--- config.mk ---
export PLATFORM = sky130hd
export DESIGN_NAME = rle_vli_decoder
export DESIGN_NICKNAME = d
export VERILOG_FILES = /design/src/rtl/rle_vli_decoder.sv
export SDC_FILE = /design/constraint.sdc
export NUM_CORES = 1
export LEC_CHECK = 0
export ABC_AREA = 0
export BUFFER_PORTS_ARGS = -buffer_cell sky130_fd_sc_hd__buf_2
export CAP_MARGIN = 0
export CORE_ASPECT_RATIO = 1.4
export CORE_UTILIZATION = 50
export DETAILED_ROUTE_END_ITERATION = 7
export MAX_ROUTING_LAYER = met4
export PLACE_DENSITY = 0.7
export REMOVE_ABC_BUFFERS = 1
export SYNTH_ARGS = -nofsm -noshare
export SYNTH_HDL_FRONTEND = slang
export SYNTH_SLANG_ARGS = --single-unit
--- constraint.sdc ---
create_clock -name clk -period 3.1 [get_ports clk]
set_clock_uncertainty 0.2 [all_clocks]
set_input_delay 0.465 -clock clk [delete_from_list [all_inputs] [get_ports clk]]
set_output_delay 0.465 -clock clk [all_outputs]
set_load 0.01 [all_outputs]
--- src/rtl/rle_vli_decoder.sv ---
// Run-length / VLI expander: turns decoded Huffman symbols into 64 signed
// coefficients per 8x8 block in zigzag order, with DC prediction and ZRL/EOB handling.
module rle_vli_decoder #(
  parameter int DATA_WIDTH = 10,
  localparam int SIZE_W = $clog2(DATA_WIDTH)
) (
  input  logic                    clk,
  input  logic                    rst_n,
  input  logic                    in_valid,
  output logic                    in_ready,
  input  logic                    in_isDC,
  input  logic [3:0]              in_run,
  input  logic [SIZE_W-1:0]       in_size,
  input  logic [DATA_WIDTH-2:0]   in_vli,
  input  logic                    in_eop,
  output logic                    out_valid,
  input  logic                    out_ready,
  output logic [DATA_WIDTH-1:0]   out_data,
  output logic                    out_sop,
  output logic                    out_done,
  output logic                    out_eop,
  output logic                    err
);

  typedef enum logic [2:0] {EXP_DC, EXP_AC, RUN, VALUE, FILL} state_t;

  state_t                        state, state_n;
  logic                          rdy_en;
  logic [5:0]                    idx;
  logic [3:0]                    run_cnt, run_n;
  logic                          pend_vld, pend_n;
  logic signed [DATA_WIDTH-1:0]  pend_val, pval_n;
  logic signed [DATA_WIDTH-1:0]  dc_pred;
  logic                          eop_lat, eop_now;
  logic                          adv, accept, emit, dc_load, err_n, blk_end;
  logic signed [DATA_WIDTH-1:0]  emit_data, sym_val;

  // Inverse VLI: a clear top bit marks a negative value offset by 2^size-1.
  function automatic logic signed [DATA_WIDTH-1:0] vli_decode(
    input logic [SIZE_W-1:0]     sz,
    input logic [DATA_WIDTH-2:0] bits
  );
    logic [DATA_WIDTH-1:0] mask, mag, top;
    mask = (DATA_WIDTH'(1) << sz) - DATA_WIDTH'(1);
    mag  = {1'b0, bits} & mask;
    top  = mask ^ (mask >> 1);
    if (sz == '0)
      return '0;
    else if ((mag & top) != '0)
      return signed'(mag);
    else
      return signed'(mag - mask);
  endfunction

  assign adv      = !out_valid || out_ready;
  assign in_ready = rdy_en && adv &&
                    ((state == EXP_DC) || ((state == EXP_AC) && !in_isDC));
  assign accept   = in_valid && in_ready;
  assign sym_val  = vli_decode(in_size, in_vli);
  assign eop_now  = eop_lat || (accept && in_eop);

  always_ff @(posedge clk or negedge rst_n) begin
    if (!rst_n) state <= EXP_DC;
    else        state <= state_n;
  end

  // Every accepted AC symbol emits its first beat in the same cycle so the
  // stream keeps one coefficient per clock.
  always_comb begin
    state_n   = state;
    run_n     = run_cnt;
    pend_n    = pend_vld;
    pval_n    = pend_val;
    emit      = 1'b0;
    emit_data = '0;
    dc_load   = 1'b0;
    err_n     = 1'b0;
    blk_end   = 1'b0;
    if (adv) begin
      unique case (state)
        EXP_DC: if (accept) begin
          if (in_isDC) begin
            emit      = 1'b1;
            emit_data = dc_pred + sym_val;
            dc_load   = 1'b1;
            state_n   = EXP_AC;
          end else begin
            err_n = 1'b1;
          end
        end
        EXP_AC: if (in_valid && in_isDC) begin
          err_n   = 1'b1;
          emit    = 1'b1;
          state_n = FILL;
        end else if (accept) begin
          emit = 1'b1;
          if (in_size == '0 && in_run == 4'd0) begin
            state_n = FILL;
          end else if (in_size == '0 && in_run == 4'd15) begin
            run_n   = 4'd15;
            pend_n  = 1'b0;
            state_n = RUN;
          end else if (in_run == 4'd0) begin
            emit_data = sym_val;
          end else begin
            run_n   = in_run - 4'd1;
            pend_n  = 1'b1;
            pval_n  = sym_val;
            state_n = (in_run == 4'd1) ? VALUE : RUN;
          end
        end
        RUN: begin
          emit  = 1'b1;
          run_n = run_cnt - 4'd1;
          if (run_n == 4'd0) state_n = pend_vld ? VALUE : EXP_AC;
        end
        VALUE: begin
          emit      = 1'b1;
          emit_data = pend_val;
          pend_n    = 1'b0;
          state_n   = EXP_AC;
        end
        FILL:    emit = 1'b1;
        default: state_n = EXP_DC;
      endcase
      // Index 63 always closes the block; anything still queued is an overrun.
      if (emit && idx == 6'd63) begin
        blk_end = 1'b1;
        if (state_n == RUN || state_n == VALUE) err_n = 1'b1;
        state_n = EXP_DC;
        pend_n  = 1'b0;
      end
    end
  end

  always_ff @(posedge clk or negedge rst_n) begin
    if (!rst_n) begin
      rdy_en    <= 1'b0;
      idx       <= '0;
      run_cnt   <= '0;
      pend_vld  <= 1'b0;
      dc_pred   <= '0;
      eop_lat   <= 1'b0;
      out_valid <= 1'b0;
      out_data  <= '0;
      out_sop   <= 1'b0;
      out_done  <= 1'b0;
      out_eop   <= 1'b0;
      err       <= 1'b0;
    end else begin
      rdy_en   <= 1'b1;
      err      <= err_n;
      run_cnt  <= run_n;
      pend_vld <= pend_n;
      if (adv) begin
        out_valid <= emit;
        out_data  <= emit_data;
        out_sop   <= emit && (idx == 6'd0);
        out_done  <= blk_end;
        out_eop   <= blk_end && eop_now;
      end
      if (emit) idx <= blk_end ? 6'd0 : idx + 6'd1;
      if (blk_end)                eop_lat <= 1'b0;
      else if (accept && in_eop)  eop_lat <= 1'b1;
      if (blk_end && eop_now)     dc_pred <= '0;
      else if (dc_load)           dc_pred <= emit_data;
    end
  end

  always_ff @(posedge clk) begin
    pend_val <= pval_n;
  end

endmodule
# == Yosys cells after proc, flatten, opt, wreduce, memory -nomap -nowiden ==
# Cells that the tools add are included.
# op_classes
bitwise_logic,7
n_reduce_logical,31
addsub,6
shift,1
n_mux,60
n_eq_ne,17
# ops
operator,count
$mux W10,12
$mux W3,10
$pmux W10 S3,1
$mux W1,25
$mux W4,5
$pmux W3 S5,1
$eq A3 B2 Y1 const B,4
$logic_not A4 Y1,3
$ne A3 B2 Y1 const B,4
$reduce_and A6 Y1,2
$logic_and A1 B1 Y1,11
$add A10 B10 Y10,1
$and A10 B10 Y10,1
$and A9 B10 Y10,1
$reduce_bool A10 Y1,1
$shl A1 B4 Y10 const A,1
$sub A10 B10 Y10,1
$sub A10 B2 Y10 const B,1
$xor A10 B9 Y10,1
$pmux W4 S2,1
$sub A4 B1 Y4 const B,2
$reduce_and A7 Y1,1
$add A6 B1 Y6 const B,1
$eq A6 B6 Y1 const B,1
other kinds (18),30
# totals
output_inout_bits,16
elab_cells,136
inputBits,23
register_bits,51

# == Logic depth before layout (Yosys ltp) ==
# Gate-level depths: netlist of run 1.
# depth
word_depth,16
mapped_depth,25
mapped_depth_nobuf,20

# == Least setup slack after synthesis of run 1 ==
# No wires, ideal clock.
# synth_timing
path_type,input -> register
start,input in_size[2]
end,register dc_pred[9]
n_path_buf,5
setup_time_ps,120
stages,25
arrival_ps,5244
path_slack_ps,-2464
required_ps,2780
path_cell_list,buf_2 > buf_4 > nor4_1 > clkbuf_1 > inv_1 > ha_1 > buf_2 > or3b_2 > o22ai_1 > a221o_1 > or2_1 > buf_2 > nor4b_1 > a31oi_1 > a21oi_1 > ha_1 > or2_2 > a21o_1 > and3_1 > a31o_2 > a21o_1 > o31a_2 > xor2_2 > a21oi_1 > a31o_2
# synth_between
word_cells_on_any_way,24
cone_classes,add/sub (3); shift (1); mux (13); bitwise (3); reduce/logical (4)
# synth_lines
item,line,text
start: declaration,13,"input logic [SIZE_W-1:0] in_size,"
"parallel branches: the longest is 6 deep, another holds $sub A10 B2 Y10",--,
$mux W10 (*),47,if (sz == '0)
net sym_val[2],36,"logic signed [DATA_WIDTH-1:0] emit_data, sym_val;"
$add A10 B10 Y10 (*),84,emit_data = dc_pred + sym_val;
$mux W10 (*),82,if (in_isDC) begin
$mux W10 (*),81,EXP_DC: if (accept) begin
$pmux W10 S3 (*),80,unique case (state)
$mux W10 (*),79,if (adv) begin
$mux W10 (*),166,else if (dc_load) dc_pred <= emit_data;
$mux W10 (*),165,if (blk_end && eop_now) dc_pred <= '0;
end signal: assignment,166,
end: declaration,33,logic signed [DATA_WIDTH-1:0] dc_pred;
# Mark *: on every way through the listed nets, which the timed path passes. The select of a mux whose other input is x is not followed.
# A chain may end at the register's enable or synchronous reset.

# == Worst setup path after layout of run 1 ==
# layout_timing
start,input in_size[0]
end,register out_data[9]
# layout_between
word_cells_on_any_way,22
cone_classes,add/sub (3); shift (1); mux (11); bitwise (3); reduce/logical (4)
# layout_lines
item,line,text
"parallel branches: the longest is 6 deep, another holds $sub A10 B2 Y10",--,
$mux W10 (*),47,
net sym_val[5],36,
$add A10 B10 Y10 (*),84,
$mux W10 (*),82,
$mux W10 (*),81,
$pmux W10 S3 (*),80,
$mux W10 (*),79,
end signal: assignment,157,out_data <= emit_data;
end: declaration,18,"output logic [DATA_WIDTH-1:0] out_data,"
# Mark *: on every way through the listed nets, which the timed path passes.

==> results of run 1 <==
where the power goes:
group	internal, mW	switching (mW)	leakage, nW
Sequential	0.867	0.168	0.618
Clock	0.242	0.232	0.0557
Combinational	1.03	1.07	1.67
stage by stage:
stage          power [mW]  setup TNS, ns  std cells
3_3_place_gp         2.56         -28.74        623
3_5_place_dp         2.61         -31.93        623
2_1_floorplan        1.99         -44.41        411
6_report             3.61         -19.53        655
5_1_grt              3.83         -22.84        655
4_1_cts              3.40         -17.52        652
placed cells by master (no fill, tap or decap), types with 5 or more instances in the layout:
master | netlist | layout
sky130_fd_sc_hd__buf_4 | 1 | 93
sky130_fd_sc_hd__xnor2_1 | 16 | 14
sky130_fd_sc_hd__buf_6 | 0 | 9
sky130_fd_sc_hd__nor2_1 | 39 | 32
sky130_fd_sc_hd__edfxtp_1 | 10 | 10
sky130_fd_sc_hd__dfrtp_1 | 41 | 41
sky130_fd_sc_hd__clkbuf_8 | 0 | 5
sky130_fd_sc_hd__nand2_1 | 50 | 47
sky130_fd_sc_hd__a31oi_1 | 6 | 5
sky130_fd_sc_hd__inv_1 | 18 | 17
sky130_fd_sc_hd__a21o_1 | 8 | 8
sky130_fd_sc_hd__nor3_1 | 14 | 11
sky130_fd_sc_hd__a21oi_2 | 1 | 7
sky130_fd_sc_hd__nand2b_1 | 9 | 9
sky130_fd_sc_hd__o21ai_0 | 24 | 20
sky130_fd_sc_hd__a22oi_1 | 11 | 11
sky130_fd_sc_hd__nand3_1 | 13 | 10
sky130_fd_sc_hd__nor2_4 | 0 | 5
sky130_fd_sc_hd__ha_1 | 18 | 13
sky130_fd_sc_hd__buf_2 | 7 | 36
sky130_fd_sc_hd__o211ai_1 | 7 | 7
sky130_fd_sc_hd__nand4_1 | 5 | 5
sky130_fd_sc_hd__a21oi_1 | 29 | 20
state kept, by name, summed over array words and instances (netlist names):
register and count:
out_valid 1, state 3, idx 6, pend_vld 1
err 1, out_data 10, dc_pred 10, out_sop 1
out_done 1, rdy_en 1, out_eop 1, pend_val 10
eop_lat 1, run_cnt 4
metal layers:
layer,vias up,global-route usage (%),part of all wire (%)
met3,36,3.79,3.6
met2,138,55.6,57
li1,1844,-,-
met4,0,18.3,4.7
met1,1873,30.2,35
met5,-,-,0
final cells by class:
| class | instances | area share [%] |
|---|---|---|
| well taps | 95 | 2.27 |
| flip-flops and latches | 51 | 25.3 |
| clock buffers | 6 | 1.38 |
| clock inverters | 2 | 0.692 |
| inverters | 18 | 1.29 |
| multi-input cells | 342 | 49.5 |
| repair buffers | 141 | 19.6 |
how the worst max path moves through the flow:
stage,from,to,slack (ns),cells after the start
after global routing,in_size[0],out_data[9]$_DFFE_PN0N_,-1.57,21
after floorplan,in_size[3],dc_pred[9]$_DFFE_PN0P_,-2.80,19
after CTS,in_size[2],out_data[9]$_DFFE_PN0N_,-1.40,22
after detailed placement,in_size[3],out_data[9]$_DFFE_PN0N_,-2.13,22
after global placement,in_size[3],dc_pred[9]$_DFFE_PN0P_,-1.97,22
final,in_size[0],out_data[9]$_DFFE_PN0N_,-1.42,21
repair_timing:
item	in CTS	in global routing
buffers inserted	25	7
pin swaps	51	31
gates resized for setup	61	36
setup endpoints to repair	23	26
logic make-up after synthesis:
group,count (synthesis)
compound gates,128
xor+xnor,21
fa+ha+maj,18
buf+inv,40
flops,51
mux,4
other cells,1
simple gates,170
==> flow_summary.rst, run 1 <==
.. list-table::
   :header-rows: 1

   * - Metric
     - Value
   * - Worst R2R Setup Slack
     - 0.31 ns
   * - Nature of the critical path startpoint
     - primary input
   * - Clock Sinks
     - 51
   * - Max Transition Viols Final
     - 0
   * - Clock input transition at the sequential cells of the worst setup and hold paths
     - 0.09 ns
   * - Detailed placement HPWL
     - 7.89 mm
   * - Critical path data arrival time
     - 4.50 ns
   * - Share of the synthesized area in compound gates (AO/OA/AOI/OAI)
     - 23.7%
   * - Highest clock rate
     - 0.221 GHz
   * - Maximum capacitance violations
     - 0
   * - Number of top-level pins
     - 39
   * - Filler cells
     - 513
   * - Area used by multi-input combinational logic
     - between 2000 and 3000 sq um
   * - Synthesized flop and latch total
     - 51
   * - Vias in the first global route
     - a little under 4000
   * - Routed wire length per instance
     - between 15 and 20 microns
   * - TritonCTS clock tree
     - yes
   * - Worst ir drop on vdd
     - roughly 0.00033 V
   * - Largest net degree at the start of global routing
     - 42
   * - Count of antenna-violating nets left after detailed routing
     - 0
   * - HP Class
     - primary input to asynchronous set/reset pin
   * - Total number of placement rows
     - 36
   * - Cell with the most instances after synthesis
     - sky130_fd_sc_hd__nand2_1
   * - Cell type contributing the most total cell area after synthesis
     - sky130_fd_sc_hd__dfrtp_1
   * - Main combinational cell family by area after synthesis
     - compound AO/OA/AOI/OAI gates
   * - Share of the yosys chip area belonging to registers
     - 36.0%
   * - Crit. End Element
     - flip-flop
   * - Vias per cell
     - 5.94
   * - Post-Synthesis Cells
     - 433
   * - Vertical die dimension
     - 104 microns
   * - Area share of the largest cell type after synthesis
     - 27.8%
   * - Worst skew pair latency
     - 0.32 ns
   * - Worst-case headroom to the max-slew limit
     - 39.0%
   * - Number of clock buffers inserted by TritonCTS
     - 5
   * - Violated checks
     - negative setup slack
   * - Number of DRC markers in iteration 0
     - 221
   * - Total number of vias
     - 3891
   * - Simple-gate portion of the synthesized area
     - 23.3%
   * - Root Driver
     - sky130_fd_sc_hd__clkbuf_8
   * - Effective utilization at floorplan
     - 52.5%
   * - Drt total wl
     - 11.4 mm
   * - Antenna cell count
     - 0
   * - Master of the slowest instance on the critical path
     - sky130_fd_sc_hd__nor4_4
   * - Leakage power total
     - roughly 2.3 nW
   * - Final net count
     - 600
   * - Most frequent CP cell
     - sky130_fd_sc_hd__a21o_1
   * - Syn avg cell area
     - ~8.5 sq um
   * - Number of remaining DRC errors
     - 0
   * - Post-DP Area
     - 4500 sq um
   * - Count of hold buffers inserted by post-cts repair
     - 0
   * - Worst-path maximum fanout
     - 6
   * - XOR/XNOR Fraction of Synth Area
     - 5.40%
   * - Multiplexer fraction of the synthesized cell area
     - 1.09%
   * - Buffering stage count on the worst path with inverters included
     - 3
   * - Mapped cell area
     - ~3700 sq um
   * - Total congestion overflow after global routing
     - 0
   * - Chip width
     - 74.6 microns
   * - Final hold vios
     - 0
   * - Number of levels the H-tree was split into
     - 2
   * - Period minus WS final
     - 4.52 ns
   * - Area Growth Syn to Fin
     - 42.3%
   * - CP top delay family
     - compound AO/OA/AOI/OAI gates
   * - Storage cell area
     - 1330 sq um
   * - Cell chain of the critical path
     - buf_8 -> nor4_4 -> inv_2 -> ha_4 -> or3b_4 -> o22ai_2 -> a221o_1 -> or2_4 -> buf_6 -> nor2_2 -> nor2_1 -> a211oi_2 -> ha_1 -> a21o_1 -> a21o_1 -> a21o_1 -> or3_1 -> o31a_2 -> xor2_2 -> xnor2_1 -> o221ai_1
   * - Final setup viols
     - 22
   * - Distinct cell type count of the synthesized netlist
     - 68
   * - Crit path required time
     - slightly above 3 ns
   * - Routability cong.
     - around 0.96
   * - Most common library cells after synthesis
     - sky130_fd_sc_hd__nand2_1 (50), sky130_fd_sc_hd__dfrtp_1 (41), sky130_fd_sc_hd__nor2_1 (39), sky130_fd_sc_hd__a21oi_1 (29), sky130_fd_sc_hd__o21ai_0 (24)
   * - Area of the core region
     - approximately 7000 sq um
   * - Number of antenna violations at the first check in global routing
     - 0
   * - Beginning of the worst register-to-register path
     - dc_pred[5]$_DFFE_PN0P_
   * - Primary FF master, synth
     - sky130_fd_sc_hd__dfrtp_1
   * - DP Worst Slack
     - -2.13 ns
   * - Largest cells by area after synthesis
     - sky130_fd_sc_hd__dfrtp_1 (28%), sky130_fd_sc_hd__edfxtp_1 (8.1%), sky130_fd_sc_hd__ha_1 (6.1%), sky130_fd_sc_hd__nand2_1 (5.1%), sky130_fd_sc_hd__nor2_1 (4.0%)
   * - Synth Area in Adders
     - 6.11%
   * - Global-route wire length before repair
     - 18.0 mm
   * - Pwr/cell area
     - slightly below 700 nW/um^2
   * - Reg2reg path depth
     - 9
   * - Peak per-stage delay on the critical path
     - approximately 0.32 ns
   * - Number of buffers added on ports
     - 38
   * - Outcome
     - complete, but fails checks
   * - Number of iterations in the first detailed-routing pass
     - 5
   * - Number of enable-type register cells in the synthesized netlist
     - 10
   * - Worst Setup Slack, final
     - -1.42 ns
   * - Share of the clock period used by the worst path
     - 146%
   * - Count of yosys warnings during synthesis
     - 0
   * - Capturing point of the worst reg2reg path
     - out_data[9]$_DFFE_PN0N_
   * - Worst hold-check slack
     - between 0.06 and 0.07 ns
   * - Post-route cell area
     - 5250 sq um
   * - Measured slew at the worst slew-check pin
     - 0.915 ns
   * - Fraction of final layout cells sized beyond drive strength 1
     - between 30% and 40%
   * - Fraction of synthesis flops using an asynchronous set or reset pin
     - 80.4%
   * - RSZ-0062 raised after global routing
     - yes
   * - Total track usage
     - a little under a third
   * - Clock tree buffer depth
     - 2
   * - Category of the critical setup timing path
     - primary input to flip-flop
   * - Utilization after layout
     - around three quarters
   * - Die Area
     - 7720 sq um
(Power assumes the default switching activity.)
==> inputs of run 2 (changes only) <==
Settings changed: CORE_UTILIZATION 50 to 60, CTS_BUF_LIST set to sky130_fd_sc_hd__clkbuf_8, PLACE_DENSITY 0.7 to 0.81.
==> flow_summary.rst, run 2 (synthesis results as in run 1) <==
.. list-table::
   :header-rows: 1

   * - Metric
     - Value
   * - Clock Sinks
     - 51 (unchanged)
   * - Count of antenna-violating nets left after detailed routing
     - 0 (unchanged)
   * - End point of the critical path
     - out_data[9]$_DFFE_PN0N_
   * - Worst-path maximum fanout
     - 8 (+2)
   * - Outcome
     - complete, but fails checks
   * - Total power consumption of the routed design
     - 3.75 mW (+3.9%)
   * - TritonCTS clock tree
     - yes
   * - Final Non-Filler Cells
     - 644 (-1.7%)
   * - Worst Setup Slack, final
     - -1.77 ns (-0.344 ns)
   * - Count of hold buffers inserted by post-cts repair
     - 0 (unchanged)
   * - Area Growth Syn to Fin
     - 43.9%
   * - Total congestion overflow after global routing
     - 0 (unchanged)
   * - Filler cells
     - 268 (-48%)
   * - Die Area
     - 6470 sq um (-16%)
   * - Number of buffers added on ports
     - 38 (unchanged)
   * - Cell chain of the critical path
     - buf_2 -> nor4_4 -> inv_2 -> ha_4 -> or3b_2 -> o22ai_1 -> a221o_1 -> or2_4 -> buf_6 -> nor2_1 -> nor2_1 -> a211oi_2 -> ha_1 -> a21o_1 -> a21o_1 -> a21o_1 -> or3_1 -> o31a_2 -> xor2_2 -> xnor2_1 -> o221ai_1
   * - Highest clock rate
     - 0.205 GHz (-7.1%)
   * - Length of routed met2 wiring
     - 7.55 mm (+17%)
   * - Worst ir drop on vdd
     - 0.000357 V (+6.7%)
   * - Largest net degree at the start of global routing
     - 42 (unchanged)
   * - Most common cell after layout, fill and taps aside
     - sky130_fd_sc_hd__buf_4
   * - Crit. End Element
     - flip-flop
   * - Number of remaining DRC errors
     - 0 (unchanged)
   * - Fraction of final layout cells sized beyond drive strength 1
     - 41.5% (+2.4 points)
   * - Topmost layer with routed signal wires
     - met4
   * - Number of iterations in the first detailed-routing pass
     - 5 (unchanged)
   * - Buffering stage count on the worst path with inverters included
     - 3 (unchanged)
   * - Nature of the critical path startpoint
     - primary input
   * - Number of levels the H-tree was split into
     - 2 (unchanged)
   * - Final setup viols
     - 29 (+32%)
   * - Violated checks
     - negative setup slack
   * - Commonest non-fill, non-tap cells in the layout
     - sky130_fd_sc_hd__buf_4 (101), sky130_fd_sc_hd__nand2_1 (45), sky130_fd_sc_hd__dfrtp_1 (41)
   * - Total Negative Setup Slacks
     - -27.83 ns (-8.30 ns)
   * - Maximum capacitance violations
     - 0 (unchanged)
   * - Total number of vias
     - 4584 (+18%)
   * - Most frequent CP cell
     - sky130_fd_sc_hd__a21o_1
   * - Measured slew at the worst slew-check pin
     - 1.10 ns (+0.183 ns)
   * - Beginning of the worst register-to-register path
     - dc_pred[5]$_DFFE_PN0P_
   * - Effective utilization at floorplan
     - 62.4% (+10 points)
   * - Logic depth of the worst path, buffers included
     - 21 (unchanged)
   * - Worst skew pair latency
     - 0.32 ns (about the same)
   * - Critical path startpoint
     - in_size[1]
   * - Master of the slowest instance on the critical path
     - sky130_fd_sc_hd__or3_1
   * - Root Driver
     - sky130_fd_sc_hd__clkbuf_8
   * - Share of the clock period used by the worst path
     - 157% (+11 points)
   * - Worst-case headroom to the max-slew limit
     - 26.5% (-12 points)
   * - Routed wire length per instance
     - 23.9 microns (+37%)
   * - Number of top-level pins
     - 39 (unchanged)
   * - Period minus WS final
     - 4.87 ns (+0.344 ns)
   * - Clock tree buffer depth
     - 2 (unchanged)
   * - Wire length on met1
     - 4.85 mm (+20%)
   * - Met3 wirelength from detailed routing
     - 1.33 mm (+230%)
   * - Area of the core region
     - 5900 sq um (-16%)
   * - Category of the critical setup timing path
     - primary input to flip-flop
   * - Total track usage
     - 41.6% (+11 points)
   * - Number of placed cells counting well taps
     - 594 (-4.7%)
   * - Capturing point of the worst reg2reg path
     - out_data[9]$_DFFE_PN0N_
   * - Chip width
     - 68.2 microns (-8.5%)
   * - Global-route wire length before repair
     - 19.2 mm (+6.7%)
   * - Number of clock buffers inserted by TritonCTS
     - 5 (unchanged)
   * - Final hold vios
     - 0 (unchanged)
   * - Worst R2R Setup Slack
     - 0.25 ns (-0.06 ns)
   * - Post-DP Area
     - 4440 sq um (-1.4%)
   * - Vias per cell
     - 7.12 (+20%)
   * - Worst hold-check slack
     - 0.0671 ns (+0.00405 ns)
   * - Top Registers
     - dc_pred x10, out_data x10, pend_val x10
   * - Drt total wl
     - 15.4 mm (+34%)
   * - Critical path data arrival time
     - 4.84 ns (+0.34 ns)
   * - HP Class
     - primary input to asynchronous set/reset pin
   * - Number of DRC markers in iteration 0
     - 584 (+160%)
   * - Peak per-stage delay on the critical path
     - 0.38 ns (+0.06 ns)
   * - Number of antenna violations at the first check in global routing
     - 0 (unchanged)
   * - Vertical die dimension
     - 94.7 microns (-8.5%)
   * - Final net count
     - 614 (+2.3%)
   * - Leakage power total
     - 2.41 nW (+2.9%)
   * - Total number of placement rows
     - 33 (-8.3%)
   * - Max Transition Viols Final
     - 0 (unchanged)
   * - Reg2reg path depth
     - 9 (unchanged)
   * - Detailed placement HPWL
     - 7.98 mm (+1.1%)
   * - Crit path required time
     - 3.08 ns (about the same)
   * - Clock input transition at the sequential cells of the worst setup and hold paths
     - 0.11 ns (+0.02 ns)
   * - Post-route cell area
     - 5310 sq um (+1.1%)
   * - Utilization after layout
     - 89.8% (+15 points)
   * - Routability cong.
     - 0.994 (+3.7%)
   * - Pwr/cell area
     - 707 nW/um^2 (+2.7%)
   * - DP Worst Slack
     - -2.03 ns (+0.0981 ns)
   * - Antenna cell count
     - 0 (unchanged)
   * - Vias in the first global route
     - 4138 (+5.1%)
   * - RSZ-0062 raised after global routing
     - yes
   * - CP top delay family
     - compound AO/OA/AOI/OAI gates
==> run 2: worst min-delay path by stage <==
stage	slack, ns	end	cells past startpoint
after floorplan	-0.03	dc_pred[0]$_DFFE_PN0P_	0
after global placement	0.25	out_sop$_DFFE_PN0N_	2
after detailed placement	0.26	out_eop$_DFFE_PN0N_	1
after CTS	0.1	run_cnt[2]$_DFFE_PN0P_	1
after global routing	0.15	out_valid$_DFFE_PN0N_	1
final	0.07	run_cnt[2]$_DFFE_PN0P_	1
==> run 2: what timing repair did <==
action	in CTS	in global routing
endpoints found under the setup margin	22	26
pin swaps	50	52
gates resized for setup	57	50
buffers inserted	46	13
==> run 2: layout make-up <==
type	instances	area (sq um)	share of cell area [%]
Clock buffer	5	68.8	1.30
Clock inverter	3	28.8	0.542
Inverter	18	67.6	1.27
Multi-Input combinational cell	342	2580	48.6
Sequential cell	51	1330	25.0
Tap cell	70	87.6	1.65
Timing Repair Buffer	155	1150	21.7
==> run 2: worst register-to-register path, stage by stage, from the launching register on <==
cell and delay, ns:
sky130_fd_sc_hd__dfrtp_1 0.43, sky130_fd_sc_hd__ha_1 0.34, sky130_fd_sc_hd__a21o_1 0.20, sky130_fd_sc_hd__a21o_1 0.18, sky130_fd_sc_hd__a21o_1 0.18, sky130_fd_sc_hd__or3_1 0.38, sky130_fd_sc_hd__o31a_2 0.32, sky130_fd_sc_hd__xor2_2 0.20
sky130_fd_sc_hd__xnor2_1 0.14, sky130_fd_sc_hd__o221ai_1 0.13
==> run 2: layer usage <==
layer / global-route usage (%) / up-vias
li1: - / 1870
met1: 38.1 / 2123
met2: 74.1 / 397
met3: 5.68 / 194
met4: 31.9 / 0
met5: - / -
==> run 2: power by group <==
part	leakage [nW]	switching (mW)	total, mW	internal, mW
clock	0.0502	0.262	0.430	0.168
sequential	0.618	0.186	1.05	0.866
combinational	1.74	1.21	2.27	1.05
total	2.41	1.66	3.75	2.09
